`src/rtl/hazard_pkg.sv`:
```
// hazard_pkg: shared FSM encodings and register-index constants for the hazard unit
package hazard_pkg;
  typedef enum logic [1:0] {RUN = 2'd0, DWAIT = 2'd1, DRESYNC = 2'd2} hz_state_e;
  localparam int DEF_REG_IDX_W = 5;
  localparam logic [DEF_REG_IDX_W-1:0] X0 = '0;
endpackage

```
`src/rtl/hazard_ctrl_unit_if.sv`:
```
// hazard_ctrl_unit_if: pipeline-to-hazard-unit signal bundle; master is the core, slave the hazard unit
interface hazard_ctrl_unit_if #(
  parameter int REG_IDX_W = hazard_pkg::DEF_REG_IDX_W,
  parameter int CNT_W = 3
);
  logic id_valid_i;
  logic [REG_IDX_W-1:0] id_rs1_i;
  logic [REG_IDX_W-1:0] id_rs2_i;
  logic id_rs1_used_i;
  logic id_rs2_used_i;
  logic [REG_IDX_W-1:0] id_rd_i;
  logic id_rd_wen_i;
  logic id_is_long_i;
  logic ex_valid_i;
  logic ex_is_load_i;
  logic [REG_IDX_W-1:0] ex_rd_i;
  logic long_done_i;
  logic [REG_IDX_W-1:0] long_done_rd_i;
  logic redirect_i;
  logic icache_ready_i;
  logic dcache_ready_i;
  logic if_stall_o;
  logic id_stall_o;
  logic id_bubble_o;
  logic flush_o;
  logic mem_busy_o;
  logic [CNT_W-1:0] pending_cnt_o;
  logic [1:0] state_o;
  modport master (
    output id_valid_i, id_rs1_i, id_rs2_i, id_rs1_used_i, id_rs2_used_i, id_rd_i, id_rd_wen_i,
           id_is_long_i, ex_valid_i, ex_is_load_i, ex_rd_i, long_done_i, long_done_rd_i,
           redirect_i, icache_ready_i, dcache_ready_i,
    input  if_stall_o, id_stall_o, id_bubble_o, flush_o, mem_busy_o, pending_cnt_o, state_o
  );
  modport slave (
    input  id_valid_i, id_rs1_i, id_rs2_i, id_rs1_used_i, id_rs2_used_i, id_rd_i, id_rd_wen_i,
           id_is_long_i, ex_valid_i, ex_is_load_i, ex_rd_i, long_done_i, long_done_rd_i,
           redirect_i, icache_ready_i, dcache_ready_i,
    output if_stall_o, id_stall_o, id_bubble_o, flush_o, mem_busy_o, pending_cnt_o, state_o
  );
endinterface

```
`src/rtl/hazard_ctrl_unit_scoreboard.sv`:
```
// reg_scoreboard: per-register pending bits with counter and same-cycle completion bypass
module reg_scoreboard
  import hazard_pkg::*;
#(
  parameter int NUM_REGS = 32,
  parameter int REG_IDX_W = DEF_REG_IDX_W,
  parameter int MAX_PENDING = 4,
  parameter int CNT_W = 3
) (
  input  logic clk_i,
  input  logic rst_i,
  input  logic set_i,
  input  logic [REG_IDX_W-1:0] set_idx_i,
  input  logic clr_i,
  input  logic [REG_IDX_W-1:0] clr_idx_i,
  output logic [NUM_REGS-1:0] pend_eff_o,
  output logic full_o,
  output logic [CNT_W-1:0] cnt_o
);
  logic [NUM_REGS-1:0] pend, set_v, clr_v;
  logic [CNT_W-1:0] cnt_eff;
  logic set_ok, clr_ok;
  assign clr_v = clr_i && clr_idx_i != REG_IDX_W'(X0) ? NUM_REGS'(1) << clr_idx_i : '0;
  assign set_v = set_i && set_idx_i != REG_IDX_W'(X0) ? NUM_REGS'(1) << set_idx_i : '0;
  assign clr_ok = |(pend & clr_v);
  assign pend_eff_o = pend & ~clr_v;
  assign cnt_eff = cnt_o - CNT_W'(clr_ok);
  assign full_o = cnt_eff == CNT_W'(MAX_PENDING);
  // a set only counts when it creates a new pending bit and there is room
  assign set_ok = |(set_v & ~pend_eff_o) && !full_o;
  always_ff @(posedge clk_i or posedge rst_i)
    if (rst_i) begin
      pend <= '0;
      cnt_o <= '0;
    end else begin
      pend <= pend_eff_o | (set_ok ? set_v : '0);
      cnt_o <= cnt_eff + CNT_W'(set_ok);
    end
endmodule

```
`src/rtl/hazard_ctrl_unit.sv`:
```
// hazard_ctrl_unit: stall/bubble/flush control with long-op scoreboard and data-cache resync FSM
module hazard_ctrl_unit
  import hazard_pkg::*;
#(
  parameter int NUM_REGS = 32,
  parameter int REG_IDX_W = DEF_REG_IDX_W,
  parameter int MAX_PENDING = 4,
  parameter int CNT_W = 3
) (
  input logic clk_i,
  input logic rst_i,
  hazard_ctrl_unit_if.slave hz
);
  hz_state_e state;
  logic redirect_pend, mem_busy, load_use, raw, waw, full, haz, id_stall, flush, issue, sb_full;
  logic [NUM_REGS-1:0] pend_eff;
  logic [CNT_W-1:0] cnt;
  reg_scoreboard #(
    .NUM_REGS(NUM_REGS), .REG_IDX_W(REG_IDX_W), .MAX_PENDING(MAX_PENDING), .CNT_W(CNT_W)
  ) u_sb (
    .clk_i(clk_i), .rst_i(rst_i),
    .set_i(issue), .set_idx_i(hz.id_rd_i),
    .clr_i(hz.long_done_i), .clr_idx_i(hz.long_done_rd_i),
    .pend_eff_o(pend_eff), .full_o(sb_full), .cnt_o(cnt)
  );
  assign mem_busy = state != RUN || !hz.dcache_ready_i || !hz.icache_ready_i;
  assign load_use = hz.ex_valid_i && hz.ex_is_load_i && hz.ex_rd_i != REG_IDX_W'(X0) &&
                    ((hz.id_rs1_used_i && hz.id_rs1_i == hz.ex_rd_i) ||
                     (hz.id_rs2_used_i && hz.id_rs2_i == hz.ex_rd_i));
  assign raw = (hz.id_rs1_used_i && pend_eff[hz.id_rs1_i]) || (hz.id_rs2_used_i && pend_eff[hz.id_rs2_i]);
  assign waw = hz.id_rd_wen_i && pend_eff[hz.id_rd_i];
  assign full = hz.id_is_long_i && sb_full;
  assign haz = hz.id_valid_i && (load_use || raw || waw || full);
  assign id_stall = haz || mem_busy;
  assign flush = hz.redirect_i || redirect_pend;
  assign issue = hz.id_valid_i && !id_stall && !flush && hz.id_is_long_i && hz.id_rd_wen_i &&
                 hz.id_rd_i != REG_IDX_W'(X0);
  always_ff @(posedge clk_i or posedge rst_i)
    if (rst_i) begin
      state <= RUN;
      redirect_pend <= 1'b0;
    end else begin
      state <= state == RUN   ? (hz.dcache_ready_i ? RUN : DWAIT) :
               state == DWAIT ? (hz.dcache_ready_i ? DRESYNC : DWAIT) :
                                (hz.dcache_ready_i ? RUN : DWAIT);
      redirect_pend <= mem_busy && (hz.redirect_i || redirect_pend);
    end
  // combinational outputs are forced low while reset is held
  assign hz.id_stall_o = id_stall && !rst_i;
  assign hz.if_stall_o = id_stall && !rst_i;
  assign hz.id_bubble_o = haz && !mem_busy && !flush && !rst_i;
  assign hz.flush_o = flush && !rst_i;
  assign hz.mem_busy_o = mem_busy && !rst_i;
  assign hz.pending_cnt_o = cnt;
  assign hz.state_o = state;
endmodule

```
`src/flat_wrapper.sv`:
```
// flat-port wrapper written by rule: the top's interface ports become plain ports
module hazard_ctrl_unit_flat import hazard_pkg::*;
#(
  parameter int NUM_REGS = 32,
  parameter int REG_IDX_W = DEF_REG_IDX_W,
  parameter int MAX_PENDING = 4,
  parameter int CNT_W = 3
)
  (clk_i, rst_i, hz_id_valid_i, hz_id_rs1_i, hz_id_rs2_i, hz_id_rs1_used_i, hz_id_rs2_used_i, hz_id_rd_i, hz_id_rd_wen_i, hz_id_is_long_i, hz_ex_valid_i, hz_ex_is_load_i, hz_ex_rd_i, hz_long_done_i, hz_long_done_rd_i, hz_redirect_i, hz_icache_ready_i, hz_dcache_ready_i, hz_if_stall_o, hz_id_stall_o, hz_id_bubble_o, hz_flush_o, hz_mem_busy_o, hz_pending_cnt_o, hz_state_o);
  hazard_ctrl_unit_if #(.REG_IDX_W(REG_IDX_W), .CNT_W(CNT_W)) hz_i ();
  input logic clk_i;
  input logic rst_i;
  input wire logic [$bits(hz_i.id_valid_i)-1:0] hz_id_valid_i;
  input wire logic [$bits(hz_i.id_rs1_i)-1:0] hz_id_rs1_i;
  input wire logic [$bits(hz_i.id_rs2_i)-1:0] hz_id_rs2_i;
  input wire logic [$bits(hz_i.id_rs1_used_i)-1:0] hz_id_rs1_used_i;
  input wire logic [$bits(hz_i.id_rs2_used_i)-1:0] hz_id_rs2_used_i;
  input wire logic [$bits(hz_i.id_rd_i)-1:0] hz_id_rd_i;
  input wire logic [$bits(hz_i.id_rd_wen_i)-1:0] hz_id_rd_wen_i;
  input wire logic [$bits(hz_i.id_is_long_i)-1:0] hz_id_is_long_i;
  input wire logic [$bits(hz_i.ex_valid_i)-1:0] hz_ex_valid_i;
  input wire logic [$bits(hz_i.ex_is_load_i)-1:0] hz_ex_is_load_i;
  input wire logic [$bits(hz_i.ex_rd_i)-1:0] hz_ex_rd_i;
  input wire logic [$bits(hz_i.long_done_i)-1:0] hz_long_done_i;
  input wire logic [$bits(hz_i.long_done_rd_i)-1:0] hz_long_done_rd_i;
  input wire logic [$bits(hz_i.redirect_i)-1:0] hz_redirect_i;
  input wire logic [$bits(hz_i.icache_ready_i)-1:0] hz_icache_ready_i;
  input wire logic [$bits(hz_i.dcache_ready_i)-1:0] hz_dcache_ready_i;
  output wire logic [$bits(hz_i.if_stall_o)-1:0] hz_if_stall_o;
  output wire logic [$bits(hz_i.id_stall_o)-1:0] hz_id_stall_o;
  output wire logic [$bits(hz_i.id_bubble_o)-1:0] hz_id_bubble_o;
  output wire logic [$bits(hz_i.flush_o)-1:0] hz_flush_o;
  output wire logic [$bits(hz_i.mem_busy_o)-1:0] hz_mem_busy_o;
  output wire logic [$bits(hz_i.pending_cnt_o)-1:0] hz_pending_cnt_o;
  output wire logic [$bits(hz_i.state_o)-1:0] hz_state_o;
  assign hz_i.id_valid_i = hz_id_valid_i;
  assign hz_i.id_rs1_i = hz_id_rs1_i;
  assign hz_i.id_rs2_i = hz_id_rs2_i;
  assign hz_i.id_rs1_used_i = hz_id_rs1_used_i;
  assign hz_i.id_rs2_used_i = hz_id_rs2_used_i;
  assign hz_i.id_rd_i = hz_id_rd_i;
  assign hz_i.id_rd_wen_i = hz_id_rd_wen_i;
  assign hz_i.id_is_long_i = hz_id_is_long_i;
  assign hz_i.ex_valid_i = hz_ex_valid_i;
  assign hz_i.ex_is_load_i = hz_ex_is_load_i;
  assign hz_i.ex_rd_i = hz_ex_rd_i;
  assign hz_i.long_done_i = hz_long_done_i;
  assign hz_i.long_done_rd_i = hz_long_done_rd_i;
  assign hz_i.redirect_i = hz_redirect_i;
  assign hz_i.icache_ready_i = hz_icache_ready_i;
  assign hz_i.dcache_ready_i = hz_dcache_ready_i;
  assign hz_if_stall_o = hz_i.if_stall_o;
  assign hz_id_stall_o = hz_i.id_stall_o;
  assign hz_id_bubble_o = hz_i.id_bubble_o;
  assign hz_flush_o = hz_i.flush_o;
  assign hz_mem_busy_o = hz_i.mem_busy_o;
  assign hz_pending_cnt_o = hz_i.pending_cnt_o;
  assign hz_state_o = hz_i.state_o;
  hazard_ctrl_unit #(.NUM_REGS(NUM_REGS), .REG_IDX_W(REG_IDX_W), .MAX_PENDING(MAX_PENDING), .CNT_W(CNT_W)) u_core (.clk_i(clk_i), .rst_i(rst_i), .hz(hz_i));
endmodule
```
`config.mk`:
```
export PLATFORM = sky130hd
export DESIGN_NAME = hazard_ctrl_unit_flat
export DESIGN_NICKNAME = d
export VERILOG_FILES = /design/src/rtl/hazard_pkg.sv /design/src/rtl/hazard_ctrl_unit_if.sv /design/src/rtl/hazard_ctrl_unit_scoreboard.sv /design/src/rtl/hazard_ctrl_unit.sv /design/src/flat_wrapper.sv
export SDC_FILE = /design/constraint.sdc
export NUM_CORES = 1
export LEC_CHECK = 0
export BUFFER_PORTS_ARGS = -buffer_cell sky130_fd_sc_hd__buf_2
export CELL_PAD_IN_SITES_DETAIL_PLACEMENT = 1
export CELL_PAD_IN_SITES_GLOBAL_PLACEMENT = 2
export CORE_MARGIN = 3
export CORE_UTILIZATION = 38
export CTS_CLUSTER_SIZE = 20
export DETAILED_ROUTE_END_ITERATION = 8
export PLACE_DENSITY_LB_ADDON = 0.2
export SYNTH_ARGS = -nofsm -noshare
export SYNTH_HDL_FRONTEND = slang
export SYNTH_HIERARCHICAL = 1
export SYNTH_SLANG_ARGS = --single-unit
```
`constraint.sdc`:
```
create_clock -name clk_i -period 5.6 [get_ports clk_i]
set_input_delay 0.84 -clock clk_i [delete_from_list [all_inputs] [get_ports clk_i]]
set_output_delay 0.84 -clock clk_i [all_outputs]
set_load 0.03 [all_outputs]
```
# Yosys cells after proc, flatten, opt, wreduce, memory -nomap -nowiden
# Cells that the tools add are included.
dict set report op_classes {
  n_addsub 2
  n_mul 0
  div_mod_pow 0
  magnitude_cmp 3
  eq_ne 4
  shift 2
  n_mux 13
  bitwise_logic 6
  reduce_logical 48
}
# op count
set ops {}
lappend ops {{32-bit bitwise AND} 3}
lappend ops {{32-bit two-way mux} 3}
lappend ops {{32-bit NOT} 2}
lappend ops {{32-bit OR reduction} 2}
lappend ops {{1-bit by 5-bit left shift with 32-bit output (first input constant)} 2}
lappend ops {{32-bit bitwise OR} 1}
lappend ops {{1-bit logical AND} 25}
lappend ops {{5-bit by 6-bit less-than comparator with 1-bit output (second input constant)} 3}
lappend ops {{1-bit binary-select mux with 5-bit select} 3}
lappend ops {{5-bit nonzero test} 3}
lappend ops {{5-bit == test} 2}
lappend ops {{1-bit logical OR} 9}
lappend ops {{1-bit zero test} 7}
lappend ops {{2-bit two-way mux} 3}
lappend ops {{1-bit two-way mux} 4}
lappend ops {{3-bit by 1-bit adder with 3-bit output} 1}
lappend ops {{3-bit == test (second input constant)} 1}
lappend ops {{3-bit by 1-bit subtractor with 3-bit output} 1}
lappend ops {{2-bit by 1-bit == test with 1-bit output (second input constant)} 1}
lappend ops {{2-bit zero test} 1}
lappend ops {{2-bit nonzero test} 1}
dict set report word_totals {
  ff_bits 38
  latch_bits 0
  mem_bits_rw 0
  rom_bits 0
  in_bits 38
  out_inout_bits 10
  elab_cells 82
  n_memories 0
}

# Logic depth before layout (Yosys ltp)
# Gate-level depths: netlist of run 1.
dict set report logic_depth {
  ltp_word 27
  depth_mapped 27
  mapped_depth_nobuf 24
}

# By module
# The synthesis of run 1 kept the hierarchy.
# mod n_inst cells_per_inst area_per_inst_um2 seq_area_each_um2
set modules_own_cells {}
lappend modules_own_cells {reg_scoreboard 1 299 2786.4 875.8}
lappend modules_own_cells {hazard_ctrl_unit 1 109 1214.9 75.1}

# Worst setup path before layout of run 1
# No wires, ideal clock.
dict set report synth_path {
  path_kind {input to register}
  startpoint {input port hz_long_done_i}
  endpoint {register u_core.u_sb.cnt_o[2]}
  setup_ns 0.079
  arrival_time_ns 5.335
  required_ns 5.521
  setup_slack_ns 0.186
  stages 27
  n_path_buf 3
  cell_sequence {buf_6 -> or2b_1 -> nor3b_1 -> a222oi_1 -> a21oi_1 -> nor4_1 -> a21oi_1 -> or4_1 -> ha_1 -> ha_1 -> xor2_1 -> nand3_2 -> inv_1 -> a22oi_4 -> nand4_2 -> a2111oi_4 -> or4bb_1 -> nor2_1 -> a32oi_1 -> nand4_1 -> nor4_1 -> and2_1 -> buf_6 -> buf_12 -> nor2_1 -> ha_1 -> xor2_1}
}
dict set report synth_via {
  word_cells_on_any_way 38
  cone_classes {add/sub: 2; eq/ne: 1; mux: 8; bitwise: 5; reduce/logical: 22}
}
# item line_no
set synth_rtl {}
lappend synth_rtl {{start: declaration} flat_wrapper.sv:24} ;# input wire logic [$bits(hz_i.long_done_i)-1:0] hz_long_done_i;
lappend synth_rtl {{1-bit logical AND} hazard_ctrl_unit_scoreboard.sv:23} ;# assign clr_v = clr_i && clr_idx_i != REG_IDX_W'(X0) ? NUM_REGS'(1) << clr_idx_i : '0;
lappend synth_rtl {{32-bit two-way mux} hazard_ctrl_unit_scoreboard.sv:23}
lappend synth_rtl {{32-bit bitwise AND} hazard_ctrl_unit_scoreboard.sv:25} ;# assign clr_ok = |(pend & clr_v);
lappend synth_rtl {{32-bit OR reduction} hazard_ctrl_unit_scoreboard.sv:25}
lappend synth_rtl {{3-bit by 1-bit subtractor with 3-bit output} hazard_ctrl_unit_scoreboard.sv:27} ;# assign cnt_eff = cnt_o - CNT_W'(clr_ok);
lappend synth_rtl {{3-bit == test} hazard_ctrl_unit_scoreboard.sv:28} ;# assign full_o = cnt_eff == CNT_W'(MAX_PENDING);
lappend synth_rtl {{net u_core.sb_full} hazard_ctrl_unit.sv:15} ;# logic redirect_pend, mem_busy, load_use, raw, waw, full, haz, id_stall, flush, issue, sb_full;
lappend synth_rtl {{1-bit logical AND} hazard_ctrl_unit.sv:32} ;# assign full = hz.id_is_long_i && sb_full;
lappend synth_rtl {{[4 not listed]} -}
lappend synth_rtl {{1-bit logical AND (5 in a row)} hazard_ctrl_unit.sv:36} ;# assign issue = hz.id_valid_i && !id_stall && !flush && hz.id_is_long_i && hz.id_rd_wen_i &&
lappend synth_rtl {{net u_core.issue} hazard_ctrl_unit.sv:15}
lappend synth_rtl {{1-bit logical AND} hazard_ctrl_unit_scoreboard.sv:24} ;# assign set_v = set_i && set_idx_i != REG_IDX_W'(X0) ? NUM_REGS'(1) << set_idx_i : '0;
lappend synth_rtl {{32-bit two-way mux} hazard_ctrl_unit_scoreboard.sv:24}
lappend synth_rtl {{32-bit bitwise AND} hazard_ctrl_unit_scoreboard.sv:30} ;# assign set_ok = |(set_v & ~pend_eff_o) && !full_o;
lappend synth_rtl {{32-bit OR reduction} hazard_ctrl_unit_scoreboard.sv:30}
lappend synth_rtl {{1-bit logical AND} hazard_ctrl_unit_scoreboard.sv:30}
lappend synth_rtl {{3-bit by 1-bit adder with 3-bit output} hazard_ctrl_unit_scoreboard.sv:37} ;# cnt_o <= cnt_eff + CNT_W'(set_ok);
lappend synth_rtl {{end signal: assignment} hazard_ctrl_unit_scoreboard.sv:37}
lappend synth_rtl {{end: declaration} hazard_ctrl_unit_scoreboard.sv:18} ;# output logic [CNT_W-1:0] cnt_o
# The timed path passes the listed nets, and every way through them passes these cells. The select of a mux whose other input is x is not followed.

# Worst setup path in the final report of run 1
dict set report layout_path {
  startpoint {input port hz_long_done_rd_i[1]}
  endpoint {register u_core.u_sb.pend[1]}
}
dict set report layout_via {
  word_cells_on_any_way 41
  cone_classes {add/sub: 1; eq/ne: 1; shift: 1; mux: 9; bitwise: 6; reduce/logical: 23}
}
# item line_no
set layout_rtl {}
lappend layout_rtl {{start: declaration} flat_wrapper.sv:25} ;# input wire logic [$bits(hz_i.long_done_rd_i)-1:0] hz_long_done_rd_i;
lappend layout_rtl {{5-bit nonzero test} hazard_ctrl_unit_scoreboard.sv:23}
lappend layout_rtl {{1-bit logical AND} hazard_ctrl_unit_scoreboard.sv:23}
lappend layout_rtl {{32-bit two-way mux (*)} hazard_ctrl_unit_scoreboard.sv:23}
lappend layout_rtl {{32-bit bitwise AND (*)} hazard_ctrl_unit_scoreboard.sv:25}
lappend layout_rtl {{32-bit OR reduction (*)} hazard_ctrl_unit_scoreboard.sv:25}
lappend layout_rtl {{3-bit by 1-bit subtractor with 3-bit output (*)} hazard_ctrl_unit_scoreboard.sv:27}
lappend layout_rtl {{3-bit == test (*)} hazard_ctrl_unit_scoreboard.sv:28}
lappend layout_rtl {{net u_core.sb_full} hazard_ctrl_unit.sv:15}
lappend layout_rtl {{[10 not listed]} -}
lappend layout_rtl {{net u_core.issue} hazard_ctrl_unit.sv:15}
lappend layout_rtl {{1-bit logical AND (*)} hazard_ctrl_unit_scoreboard.sv:24}
lappend layout_rtl {{32-bit two-way mux (*)} hazard_ctrl_unit_scoreboard.sv:24}
lappend layout_rtl {{32-bit bitwise AND} hazard_ctrl_unit_scoreboard.sv:30}
lappend layout_rtl {{32-bit OR reduction} hazard_ctrl_unit_scoreboard.sv:30}
lappend layout_rtl {{1-bit logical AND} hazard_ctrl_unit_scoreboard.sv:30}
lappend layout_rtl {{32-bit two-way mux (*)} hazard_ctrl_unit_scoreboard.sv:36} ;# pend <= pend_eff_o | (set_ok ? set_v : '0);
lappend layout_rtl {{32-bit bitwise OR (*)} hazard_ctrl_unit_scoreboard.sv:36}
lappend layout_rtl {{end signal: assignment} hazard_ctrl_unit_scoreboard.sv:36}
lappend layout_rtl {{end: declaration} hazard_ctrl_unit_scoreboard.sv:20} ;# logic [NUM_REGS-1:0] pend, set_v, clr_v;
# Mark *: on every way through the listed nets, which the timed path passes. The rest lies on a longest branch. The select of a mux whose other input is x is not followed.

==> run_results.csv, run 1 <==
group,metric,value,unit
clock_network,cts_tree,"yes",
drt,wl_per_cell,22.94,microns
pwr,total_power,0.7978,mW
status,status,"complete, no violations",
global_routing,overflow,0,
clock_network,cts_buffers,5,
sta,period_needed,5253,ps
worst_setup_path,worst-path-buf-inv,4,
synthesis,synth_top_area_frac,0.2376,
global_routing,grt_pass1_vias,3825,
worst_setup_path,arrival,5440,ps
clock_network,h-tree-depth,2,
sta,period_share,0.9380,
sta,rsz0062_at_grt,"false",
synthesis,synth.area.top_cells,"dfrtp_1, mux4_2, o31ai_2",
die,num_rows,36,
synthesis,ys.flop_type,"dfrtp_1",
die,die_w,108.6,microns
global_routing,track_usage,0.2446,
die,die_h,108.6,microns
synthesis,synth_area_per_cell,9.807,sq um
synthesis,synth_nets,449,
finish,antenna_cells,0,
pwr,vdd_ir_drop_max,0.1347,mV
worst_setup_path,startpoint_type,"primary input",
clock_network,clk_latency,300,ps
finish,multi_input_area,2609,sq um
worst_setup_path,worstSetupEndpointType,"flop",
synthesis,synthCells,408,
finish,postLayoutCellArea,4623,sq um
worst_setup_path,cp_max_fo,24,
sta,fin_setup_tns,0,ps
synthesis,synth_seq_cells,38,
worst_setup_path,path_delay_family,"simple AND/OR/NAND/NOR gates",
worst_setup_path,slowest_delay,540,ps
synthesis,synth_edf_count,0,
finish,drive_above_1_share,0.3739,
die,core,10000,sq um
synthesis,synthArstFlopShare,1.000,
worst_setup_path,critical_path_required,5790,ps
clock_network,numClockSinks,38,
global_routing,grt_start_max_net_pins,36,
synthesis,yosys_warnings,6,
drt,drtAntennaViolNets,0,
pwr,p_leak,2.161,nW
clock_network,ctsRootBufferMaster,"clkbuf_8",
drt,wl,13970,microns
finish,fillers,1183,
finish,seq_area,950.9,sq um
sta,timing_hold_violations_final,0,
pwr,p_per_area,172.6,nW/um^2
sta,tightest_slew,608.9,ps
sta,timing.fmax,0.1904,GHz
die,start_util,0.4002,
die,die-area,11800,sq um
drt,first_pass_iters,4,
placement,port_buffers,47,
clock_network,path_clk_slew,80,ps
drt,drcViolationCount,0,
global_routing,grt_pass1_wl,21910,microns
synthesis,ys_seq_area_frac,0.2376,
worst_hold_path,min_path_type,"primary input to asynchronous set/reset pin",
drt,initialDrtViolationCount,236,
finish,utilization,0.4623,
sta,hold_slack,446.6,ps
worst_setup_path,path_class,"primary input to flop",
synthesis,netlist_area,4001,sq um
sta,finClkSkew,6.716,ps
worst_setup_path,crit_chain,"clkbuf_4 > nor3b_1 > a222oi_1 > a21oi_1 > nor4_1 > a21oi_1 > or4_4 > ha_1 > ha_1 > xor2_2 > nand3_2 > inv_1 > a22oi_4 > nand4_4 > a2111oi_4 > buf_4 > nand2b_1 > and2b_2 > a32oi_1 > o31ai_1 > o21ai_1 > and2_4 > buf_12 > o31ai_1",
synthesis,synth_common_cells,"inv_1, dfrtp_1, o31ai_2",
placement,finalWeightedCongestion,0.9040,
synthesis,synth_top_area_cell,"dfrtp_1",
placement,placed_cell_area,4438,sq um
placement,hpwlAfterDp,11190,microns
finish,area_delta_synth_final,15.54,%
synthesis,netlist-cell-type-count,77,
global_routing,antenna_found_initial,0,
worst_setup_path,crit_slowest_cell,"or4_4",
clock_network,clk_path_buf_depth,2,
sta,drv_slew,0,
sta,max_slew_margin,0.5884,
drt,vias_per_cell,6.041,
finish,fin_nets,516,
die,io_pins,48,
flow_run,cap_violations,0,
drt,vias,3679,
synthesis,synth.most_common_cell,"inv_1",
sta,setup_viol,0,
[power by group]
| group | internal, mW | switching [mW] | total (mW) | leakage (nW) |
|---|---|---|---|---|
| registers | 0.289 | 0.0109 | 0.299 | 0.515 |
| logic | 0.0999 | 0.161 | 0.261 | 1.59 |
| clock network | 0.133 | 0.104 | 0.237 | 0.0514 |
| total | 0.521 | 0.276 | 0.798 | 2.16 |
[what timing repair did]
item / CTS / global route
resized for setup: 0 / 11
hold endpoints to repair: 0 / 0
hold buffers: 0 / 0
setup endpoints to repair: 0 / 29
setup buffers: 0 / 3
[cell usage in the layout (no fill, tap or decap), types with 3 or more instances in the layout]
cell type	synthesis	final
buf_2	3	46
inv_1	45	45
buf_4	7	42
dfrtp_1	38	38
o31ai_2	28	28
nand2_1	25	25
o21ai_0	24	24
nor2_1	22	21
mux4_2	17	17
mux2i_1	14	14
xnor2_1	10	10
a32oi_1	9	9
nor3_1	9	8
nand4_1	8	8
a21oi_1	8	8
nand3_1	7	6
nor3b_1	7	6
o21ai_1	6	6
clkbuf_8	5	5
o31ai_1	5	5
o22ai_1	5	5
a22oi_1	5	5
mux4_1	4	4
nand2b_1	4	4
o21ai_2	4	4
nor2b_1	4	4
a31oi_1	3	3
mux2_1	3	3
mux2_2	3	3
o211ai_1	3	3
nand4bb_1	3	3
or2b_2	3	3
ha_1	3	3
[cells by family (layout without fill, tap and decap cells)]
logic type      count (synthesis)  count (layout)  synth area share
fa+ha+maj                       3               3          0.009382
mux                            41              41            0.1739
buf+inv                        79             147            0.1232
flops                          38              38            0.2376
xor+xnor                       13              13           0.02846
simple gates                  118             118            0.1798
compound gates                116             116            0.2477
[through the flow]
stage | std cells | worst slack (ps)
finish | 609 | 347.1
global placement | 598 | 58.73
CTS | 606 | 327.5
global route | 609 | 22.94
floorplan | 408 | 185.8
detailed placement | 598 | 38.32
[state kept, by name, indices dropped and copies added, names as in the netlist]
name                  flops
u_core/u_sb/cnt_o         3
u_core/u_sb/pend         32
u_core/hz.state_o         2
u_core/redirect_pend      1
[path summary, 6_finish.rpt]
kind	start	end	slack (ps)	cells after the start
setup / recovery	hz_long_done_rd_i[1]	u_core/u_sb/pend[1]	350	24
hold / removal	rst_i	u_core/redirect_pend	450	2
setup reg to reg	u_core/u_sb/pend[9]	u_core/u_sb/pend[1]	840	22
hold reg to reg	u_core/u_sb/pend[0]	u_core/u_sb/pend[0]	450	0
max in group asynchronous	rst_i	u_core/u_sb/pend[14]	4580	3
min in group clk_i	u_core/u_sb/pend[0]	u_core/u_sb/pend[0]	450	0
[metal layers]
metal,GRT usage,part of all wire,routed length (microns)
met5,0,0,0
met4,0.04689,0.015,208
met3,0.03789,0.051,719
met2,0.4011,0.48,6690
met1,0.3446,0.45,6350
[final cells by class]
cell class                 instances  share of cell area
sequential                        38              0.2057
multi-input combinational        291              0.5643
clock buffer                       6             0.01570
timing repair buffer              91              0.1283
inverter                          48             0.04195
tap                              133             0.03599
clock inverter                     2            0.008119
(Power assumes the default switching activity.)
==> run 2: changes to the inputs <==
--- a/config.mk
+++ b/config.mk
@@ -12,6 +12,8 @@
 export CORE_UTILIZATION = 38
 export CTS_CLUSTER_SIZE = 20
 export DETAILED_ROUTE_END_ITERATION = 8
+export GPL_TIMING_DRIVEN = 0
+export MAX_ROUTING_LAYER = met4
 export PLACE_DENSITY_LB_ADDON = 0.2
 export SYNTH_ARGS = -nofsm -noshare
 export SYNTH_HDL_FRONTEND = slang
==> run_results.csv, run 2 (synthesis results as in run 1) <==
group,metric,value,unit
drt,first_pass_iters,4,
pwr,p_seq_frac,0.327,
global_routing,grt_pass1_wl,22200,microns
worst_hold_path,min_path_type,"primary input to asynchronous set/reset pin",
finish,final_common_cell,"inv_1",
sta,hold_slack,445.2,ps
finish,largest_register,"u_core/u_sb/pend",
global_routing,overflow,0,
status,status,"complete, no violations",
pwr,p_switching,0.3119,mW
finish,final_cell_mix,"inv_1, buf_2, dfrtp_1, nand2_1, o31ai_2",
finish,seq_area,950.9,sq um
drt,vias,3654,
finish,area_delta_synth_final,21.73,%
finish,postLayoutCellArea,4871,sq um
drt,wl_per_cell,23.87,microns
worst_setup_path,startpoint_type,"primary input",
finish,utilization,0.4871,
pwr,internal-power,0.6065,mW
sta,timing_hold_violations_final,0,
placement,finalWeightedCongestion,0.9111,
clock_network,cts_buffers,5,
pwr,switching_share,0.3396,
global_routing,grt_start_max_net_pins,36,
sta,fin_setup_tns,0,ps
die,num_rows,36,
clock_network,h-tree-depth,2,
die,die_w,108.6,microns
sta,finClkSkew,11.23,ps
finish,largest_register_ffs,32,
worst_setup_path,path_class,"primary input to flop",
worst_setup_path,critical_path_required,5800,ps
clock_network,ctsRootBufferMaster,"clkbuf_8",
worst_setup_path,slowest_delay,560,ps
finish,fin_nets,511,
die,die_h,108.6,microns
pwr,vdd_ir_drop_max,0.2231,mV
clock_network,clk_path_buf_depth,2,
finish,multi_input_area,2748,sq um
drt,drtAntennaViolNets,0,
sta,period_needed,5426,ps
worst_setup_path,worst-path-buf-inv,5,
pwr,p_leak,2.219,nW
finish,fillers,1148,
sta,setup_viol,0,
clock_network,holdBufCountCts,0,
clock_network,numClockSinks,38,
sta,rsz0062_at_grt,"true",
clock_network,cts_tree,"yes",
placement,placed_cell_area,4358,sq um
worst_setup_path,cp_max_fo,10,
sta,period_share,0.9689,
worst_setup_path,worstSetupEndpointType,"flop",
clock_network,clk_latency,300,ps
die,die-area,11800,sq um
worst_setup_path,crit_slowest_cell,"or4_4",
drt,wl,14420,microns
global_routing,antenna_found_initial,0,
placement,dp_slack,-892.9,ps
finish,antenna_cells,0,
die,io_pins,48,
placement,hpwlAfterDp,10990,microns
pwr,p_per_area,188.5,nW/um^2
drt,vias_per_cell,6.050,
clock_network,path_clk_slew,90,ps
finish,drive_above_1_share,0.3843,
drt,initialDrtViolationCount,244,
placement,dp_cells,579,
flow_run,cap_violations,0,
sta,timing.fmax,0.1843,GHz
sta,drv_slew,0,
worst_setup_path,arrival,5620,ps
global_routing,grt_pass1_vias,3782,
pwr,total_power,0.9183,mW
die,start_util,0.4002,
pwr,clkPwrFrac,0.328,
placement,port_buffers,38,
sta,tightest_slew,914.0,ps
worst_setup_path,path_delay_family,"simple AND/OR/NAND/NOR gates",
pwr,pwr-share-comb,0.345,
drt,drcViolationCount,0,
sta,fin_ws,174.0,ps
die,core,10000,sq um
global_routing,track_usage,0.2557,
sta,max_slew_margin,0.3842,
finish,instances_no_fill,604,
[run 2: final timing paths]
check | depth (start not counted) | from | slack [ps] | end
max | 26 | hz_long_done_i | 170 | u_core/u_sb/pend[29]
min | 2 | rst_i | 450 | u_core/redirect_pend
max reg2reg | 25 | u_core/u_sb/pend[19] | 640 | u_core/u_sb/pend[29]
min reg2reg | 1 | u_core/u_sb/pend[0] | 460 | u_core/u_sb/pend[0]
max in group asynchronous | 2 | rst_i | 4370 | u_core/u_sb/pend[2]
min in group clk_i | 1 | u_core/u_sb/pend[0] | 460 | u_core/u_sb/pend[0]
[run 2: metal layers]
metal,track usage,share of wire,routed length (microns)
met5,-,0,0
met4,0.05500,0.020,283
met3,0.03375,0.055,798
met2,0.3967,0.47,6790
met1,0.3593,0.45,6546
[run 2: power by group through the flow]
stage / clock network (mW) / logic (mW) / registers, mW
final: 0.301 / 0.316 / 0.301
after global routing: 0.318 / 0.342 / 0.303
after CTS: 0.304 / 0.281 / 0.297
after detailed placement: 0 / 0.251 / 0.301
after global placement: 0 / 0.243 / 0.301
after floorplan: 0 / 0.149 / 0.325
[run 2: timing repair]
action	4_1_cts	5_1_grt
hold endpoints to repair	0	0
setup endpoints to repair	34	34
cloned	0	1
gates resized for setup	12	45
setup buffers	5	11
pin swaps	11	18
[run 2: final cells by class]
type,instances,share of cell area
Multi-Input combinational cell,291,0.5641
Sequential cell,38,0.1952
Timing Repair Buffer,55,0.07192
Buffer,31,0.06499
Inverter,48,0.04033
Tap cell,133,0.03416
Clock buffer,6,0.01695
Clock inverter,2,0.01233
